--- src/rtl/vga_pattern_gen.sv ---
// rtl/vga_pattern_gen.sv - VGA test-pattern source: colour bars, checkerboard, gradient, bouncing box
// Bouncing box (mode 3) is built only when PATGEN_BOUNCE_EN is defined; otherwise mode 3 is black.
module vga_pattern_gen (
   input  logic       iCLK,
   input  logic       iRST,
   input  logic [9:0] iX,
   input  logic [9:0] iY,
   input  logic       iNext,
   output logic [9:0] oRed,
   output logic [9:0] oGreen,
   output logic [9:0] oBlue,
   output logic [1:0] oMode,
   output logic       oFrame_Tick
);
   localparam logic [9:0] X_LAST = 10'd799;
   localparam logic [9:0] Y_LAST = 10'd524;
   localparam logic [9:0] FULL   = 10'h3FF;

   logic [9:0] nx, ny;
   logic       tickCond;
   logic       nextQ, nextEdge, pending;
   logic [1:0] modeNext;
   logic [2:0] bar;
   logic [9:0] red, green, blue;

   // Look-ahead: colour is registered for the pixel the controller samples next cycle
   always_comb begin
      tickCond = (iX == X_LAST) && (iY == Y_LAST);
      nx = iX + 10'd1;
      ny = iY;
      if (iX == X_LAST) begin
         nx = 10'd0;
         ny = (iY == Y_LAST) ? 10'd0 : iY + 10'd1;
      end
      bar = 3'(nx / 10'd80);
   end

   assign nextEdge = iNext & ~nextQ;
   assign modeNext = (tickCond && pending) ? oMode + 2'd1 : oMode;

`ifdef PATGEN_BOUNCE_EN
   logic [9:0] bx, by, bxNext, byNext;
   logic       dx, dy, dxNext, dyNext;
   logic       inBox;

   // Returns {dir, pos}; reflects at 0 and at lim
   function automatic logic [10:0] stepAxis(input logic [9:0] pos, input logic dir,
                                            input logic [9:0] lim);
      if (dir)
         return (pos >= lim) ? {1'b0, lim - 10'd1} : {1'b1, pos + 10'd1};
      else
         return (pos == 10'd0) ? {1'b1, 10'd1} : {1'b0, pos - 10'd1};
   endfunction

   always_comb begin
      {dxNext, bxNext} = {dx, bx};
      {dyNext, byNext} = {dy, by};
      if (tickCond) begin
         {dxNext, bxNext} = stepAxis(bx, dx, 10'd608);
         {dyNext, byNext} = stepAxis(by, dy, 10'd448);
      end
      inBox = ({1'b0, nx} >= {1'b0, bxNext}) && ({1'b0, nx} < {1'b0, bxNext} + 11'd32) &&
              ({1'b0, ny} >= {1'b0, byNext}) && ({1'b0, ny} < {1'b0, byNext} + 11'd32);
   end

   always_ff @(posedge iCLK or posedge iRST) begin
      if (iRST) begin
         bx <= 10'd0;
         by <= 10'd0;
         dx <= 1'b1;
         dy <= 1'b1;
      end else begin
         bx <= bxNext;
         by <= byNext;
         dx <= dxNext;
         dy <= dyNext;
      end
   end
`endif

   // Render with next-state mode/box so the first pixel of a frame already matches oMode
   always_comb begin
      red   = 10'd0;
      green = 10'd0;
      blue  = 10'd0;
      if (nx < 10'd640 && ny < 10'd480) begin
         case (modeNext)
            2'd0: begin
               red   = bar[2] ? FULL : 10'd0;
               green = bar[1] ? FULL : 10'd0;
               blue  = bar[0] ? FULL : 10'd0;
            end
            2'd1: begin
               if (nx[5] ^ ny[5]) begin
                  red   = FULL;
                  green = FULL;
                  blue  = FULL;
               end
            end
            2'd2: begin
               red   = nx;
               green = ny;
            end
            default: begin
`ifdef PATGEN_BOUNCE_EN
               if (inBox) begin
                  red   = FULL;
                  green = FULL;
                  blue  = FULL;
               end else begin
                  blue  = 10'h200;
               end
`endif
            end
         endcase
      end
   end

   always_ff @(posedge iCLK or posedge iRST) begin
      if (iRST) begin
         oRed        <= 10'd0;
         oGreen      <= 10'd0;
         oBlue       <= 10'd0;
         oMode       <= 2'd0;
         oFrame_Tick <= 1'b0;
         nextQ       <= 1'b0;
         pending     <= 1'b0;
      end else begin
         oRed        <= red;
         oGreen      <= green;
         oBlue       <= blue;
         oMode       <= modeNext;
         oFrame_Tick <= tickCond;
         nextQ       <= iNext;
         // An edge landing on the tick itself is held for the following frame
         if (tickCond)
            pending <= nextEdge;
         else if (nextEdge)
            pending <= 1'b1;
      end
   end
endmodule

--- config.mk ---
export PLATFORM = sky130hd
export DESIGN_NAME = vga_pattern_gen
export DESIGN_NICKNAME = d
export VERILOG_FILES = /design/src/rtl/vga_pattern_gen.sv
export SDC_FILE = /design/constraint.sdc
export NUM_CORES = 1
export LEC_CHECK = 0
export CAP_MARGIN = 5
export CORE_MARGIN = 2
export CORE_UTILIZATION = 45
export DETAILED_ROUTE_END_ITERATION = 8
export GPL_TIMING_DRIVEN = 0
export PLACE_DENSITY_LB_ADDON = 0.25
export SLEW_MARGIN = 20
export SYNTH_ARGS = -nofsm -noshare
export SYNTH_HDL_FRONTEND = slang
export SYNTH_SLANG_ARGS = --single-unit
--- constraint.sdc ---
create_clock -name iCLK -period 2.2 [get_ports iCLK]
set_input_delay 0.55 -clock iCLK [delete_from_list [all_inputs] [get_ports iCLK]]
set_output_delay 0.55 -clock iCLK [all_outputs]
set_load 0.01 [all_outputs]
Word level (Yosys, flattened, before mapping) --
Index checks and enable logic that the tools add are counted.
Storage, ports and cells: register bits 35, bits of input ports 23, output and inout port bits 33, logic and storage cells 41
Cells by class: $add $sub $neg 3, divide/modulo/power cells 1, magnitude comparators 2, equal/unequal tests 4, muxes and demuxes 16, bitwise operators 3, reduce and logical (&&, ||, !) cells 5
Operators by type and width (number):
- 10-bit 2-to-1 mux | 10
- 10-bit case mux with 3 select lines | 2
- 10-bit by 1-bit adder with 10-bit output, second input constant | 2
- 10-bit == test, second input constant | 2
- 10-bit case mux with 2 select lines | 1
- 10-bit by 7-bit divider with 10-bit output, second input constant | 1
- 10-bit less-than comparator, second input constant | 1
- 10-bit by 9-bit less-than comparator with 1-bit output, second input constant | 1
- 1-bit logical AND | 3
- 2-bit by 1-bit adder with 2-bit output, second input constant | 1
- 2-bit by 1-bit == test with 1-bit output, second input constant | 1
- 2-bit == test, second input constant | 1
- 2-bit zero test | 1
- 1-bit 2-to-1 mux | 2
- 2-bit 2-to-1 mux | 1
- 2-bit nonzero test | 1
- 1-bit AND | 1
- 1-bit inverter | 1
- 1-bit bitwise XOR | 1

Longest topological paths before layout --
depth in word-level cells 7, gate-level depth with buffers 10, depth with buffers taken out 9

Worst setup path after synthesis --
Ideal clock, no wire load.
path kind input-to-reg, start point input port iY[5], end point register oGreen[8], library setup time 0.132 ns, arrival time 2.337 ns, required time 2.068 ns, setup slack -0.270 ns, stages 8, path buffers 1, cells stage by stage or3_1 -> nor4_1 -> nand3_2 -> xnor2_2 -> and3b_1 -> buf_2 -> a41oi_4 -> a21oi_1
Between the ends: word-level cells in the longest chain between the ends 7, elaborated cells on any way between the ends 16
Ends and longest elaborated chain:
- from (decl) | line 7 | input logic [9:0] iY,
- 10-bit == test (*) | line 28 | tickCond = (iX == X_LAST) && (iY == Y_LAST);
- 1-bit logical AND (*) | line 28
- 1-bit logical AND (*) | line 39 | assign modeNext = (tickCond && pending) ? oMode + 2'd1 : oMode;
- 2-bit 2-to-1 mux (*) | line 39
- via modeNext[0] | line 22 | logic [1:0] modeNext;
- 2-bit == test, or another cell as far along | line 87 | case (modeNext)
- 10-bit case mux with 3 select lines (*) | line 87
- 10-bit 2-to-1 mux (*) | line 86 | if (nx < 10'd640 && ny < 10'd480) begin
- via green[8] | line 24 | logic [9:0] red, green, blue;
- to (signal assigned) | line 130 | oGreen <= green;
- to (decl) | line 10 | output logic [9:0] oGreen,
The timed path passes the listed nets; every way through them passes the cells marked *. A chain may end at the register's enable or synchronous reset.

Worst setup path after layout --
start point input port iX[1], end point register oGreen[7]
Between the ends: word-level cells in the longest chain between the ends 7, elaborated cells on any way between the ends 19
Ends and longest elaborated chain:
- from (decl) | line 6 | input logic [9:0] iX,
- branches (longest 6 deep; another with 10-bit by 1-bit adder with 10-bit output)
- 10-bit 2-to-1 mux (*) | line 86
- via green[7] | line 24
Mark *: on every way through the listed nets, which the timed path passes.

==> out/metrics.cfg <==
[status]
outcome = finished, violations left
violations = setup timing

[placement]
hpwl_mm = 3.32
globalplace.congestion = 0.847
port_buffers = 55
place_ws_ns = -1.04
placed_cells = 314
placed_cell_area_mm2 = 0.00255

[grt]
grt_start_max_net_pins = 27
grtUsageMet3_pct = 2.14
grt_use_met1_pct = 30.2
antenna_found_initial = 0
grt-ovfl-total = 0
top_usage_layer = met2
grt_util_met2_pct = 44.7
grt_pass1_vias = 1847
track_usage_pct = 25.5
grt_pass1_wl_mm = 8.70

[logic_synthesis]
synth_cell_type_count = 53
synth-compound-area-share_pct = 20.0
synth-seq-cells = 26
seq_area_frac_synth_pct = 35.1
post_synth.cell_area_avg_um2 = 8.86
synth.top_cell.area_share_pct = 35.1
ys_warn_count = 0
async_reset_ff_share_pct = 100
synth_edf_count = 0
synth_fa_ha_area_share_pct = 3.24
synth_fp_nets = 236
synth_xor_xnor_area_share_pct = 8.92
synth_top_area_cell = dfrtp_1
synthMuxAreaShare_pct = 0.608
syn_area_mm2 = 0.00185
synth_cells = 209
synth_top_family_by_area = simple AND/OR/NAND/NOR gates
synth_area_leaders = dfrtp_1 35%, a21oi_1 6.5%, nand2_1 5.7%
synth_ff_type = dfrtp_1
synthSimpleGateAreaFrac_pct = 25.2

[cts]
clockBufferDepth = 2
clock-sinks = 26
path_clk_slew_ns = 0.09
cts_tree = done
cts_root_buffer = clkbuf_8
cts_made_buffers = 3
htree_num_levels = 1
insertion_delay_ns = 0.28

[die]
core.rowCount = 23
die_h_um = 68.2
die-area_mm2 = 0.00464
ios = 56
die-width_um = 68.2
start_util_pct = 46.6
core_mm2 = 0.00397

[sta]
fin_tns_setup_ns = -4.84
hold_viol = 0
rsz0062_at_grt = true
finalCritPeriodShare_pct = 113
finalClockSkew_ns = 0.00862
slew_violations = 0
min_period_ns = 2.49
relSlewSlack_pct = 37.2
fmax_ghz = 0.401
setup_ws_ns = -0.294
hold-worst-slack_ns = 0.461
setup_viol = 22
tightest_slew_ns = 0.941

[detailed_routing]
vias = 2290
postRouteAntennaNets = 0
dr.pass1.iters = 5
avgViaCountPerCell = 6.24
wire_per_inst_um = 20.4
drt_wl_total_mm = 7.49
first_iter_violations = 210
drc_errors = 0

[critical_path]
cp-start-kind = input pin
critPathTopFamily = simple AND/OR/NAND/NOR gates
crit_buf_inv = 5
worstPathArrival_ns = 2.65
cpMostUsedCell = buf_6
cp_max_fo = 6
cp.required_ns = 2.36
cpPeakStageDelay_ns = 0.27
cp-end-kind = flop
path_class = input pin to flop
crit_chain = buf_6 -> ha_4 -> buf_6 -> nand3_4 -> nor3_4 -> buf_6 -> buf_6 -> nand3_1 -> xnor2_1 -> nand4_1 -> nand3_4 -> clkbuf_4 -> a21oi_1
slowest_stage = xnor2_1
r2r_slack_ns = 0.41

[finish]
diodes = 0
final_cells = 367
stdcell_area_mm2 = 0.00336
fin_nets = 345
nFillCells = 205
final_util_pct = 84.7
drive_gt1_share_pct = 45.4
area_growth_pct = 81.7

[power_and_ir_drop]
power.total_mw = 1.38
p_leak_nw = 1.37
powerDensity_mw_per_mm2 = 411
ir_worst_vdd_mv = 0.237

[min_path]
hp-class = flop to flop

[flow_run]
cap_viol_max_count = 0

final timing paths:
kind | from | to | cells after the start
max reg2reg | pending$_DFFE_PP0P_ | oGreen[1]$_DFF_PP0_ | 6
min in group asynchronous | iRST | oGreen[7]$_DFF_PP0_ | 2
max in group asynchronous | iRST | oRed[5]$_DFF_PP0_ | 2
min reg2reg | nextQ$_DFF_PP0_ | pending$_DFFE_PP0P_ | 1
max | iX[1] | oGreen[7]$_DFF_PP0_ | 13
min | nextQ$_DFF_PP0_ | pending$_DFFE_PP0P_ | 1
registers in the layout (all words and copies together) (netlist names):
name	flops
oMode	2
pending	1
oFrame_Tick	1
oBlue	1
oGreen	10
oRed	10
nextQ	1
metal layers:
layer | wire [um] | vias up
li1 | - | 981
met1 | 2690 | 1079
met2 | 3770 | 181
met3 | 618 | 49
met4 | 412 | 0
met5 | 0 | -
logic make-up after synthesis:
logic type | Yosys count
and+or+nand+nor | 84
AOI/OAI and AO/OA | 52
DFF | 26
buffers and inverters | 23
xor gates and xnor gates | 18
adders and majority gates | 5
muxes | 1
cell type report:
cell class	count	area, um^2	share of cell area [%]
Buffer	15	128	3.79
Clock buffer	3	41.3	1.23
Timing Repair Buffer	101	896	26.6
Inverter	8	55.1	1.64
Multi-Input combinational cell	163	1500	44.6
Tap cell	50	62.6	1.86
Clock inverter	1	30.0	0.893
Sequential cell	26	651	19.3
Yosys cell counts (all sizes together) (2+ instances only):
master	n
o21a	2
ha	4
dfrtp	26
o21ai	10
nor3	6
or3	3
a21oi	25
inv	8
nor2	6
buf	15
a211o	2
xor2	8
and2	2
nand3	12
nand4	8
nand2	28
nor4	6
xnor2	10
and3	3
layout by cell type (no fill, tap or decap), types with 5 or more instances in the layout:
cell type / synthesis / layout
nand2_1: 28 / 26
o21ai_0: 8 / 5
inv_1: 8 / 6
dfrtp_1: 26 / 26
nand3_1: 11 / 8
a21oi_1: 24 / 11
buf_2: 6 / 5
buf_4: 9 / 51
a21oi_2: 1 / 13
xor2_1: 8 / 5
buf_6: 0 / 14
nand4_1: 6 / 6
xnor2_1: 9 / 8
clkdlybuf4s50_1: 0 / 35
where the power goes:
group / switching (mW) / internal (mW) / total, mW
combinational: 0.243 / 0.230 / 0.472
sequential: 0.0114 / 0.505 / 0.517
clock: 0.150 / 0.244 / 0.393
total: 0.403 / 0.979 / 1.38
timing repair:
item	CTS	global route
gates resized for setup	118	60
hold buffers	0	0
pin swaps	24	27
endpoints found under the hold margin	0	0
cloned	3	2
setup buffers	22	23
endpoints found under the setup margin	22	21
Note: power is estimated with default switching activity, not from simulation.
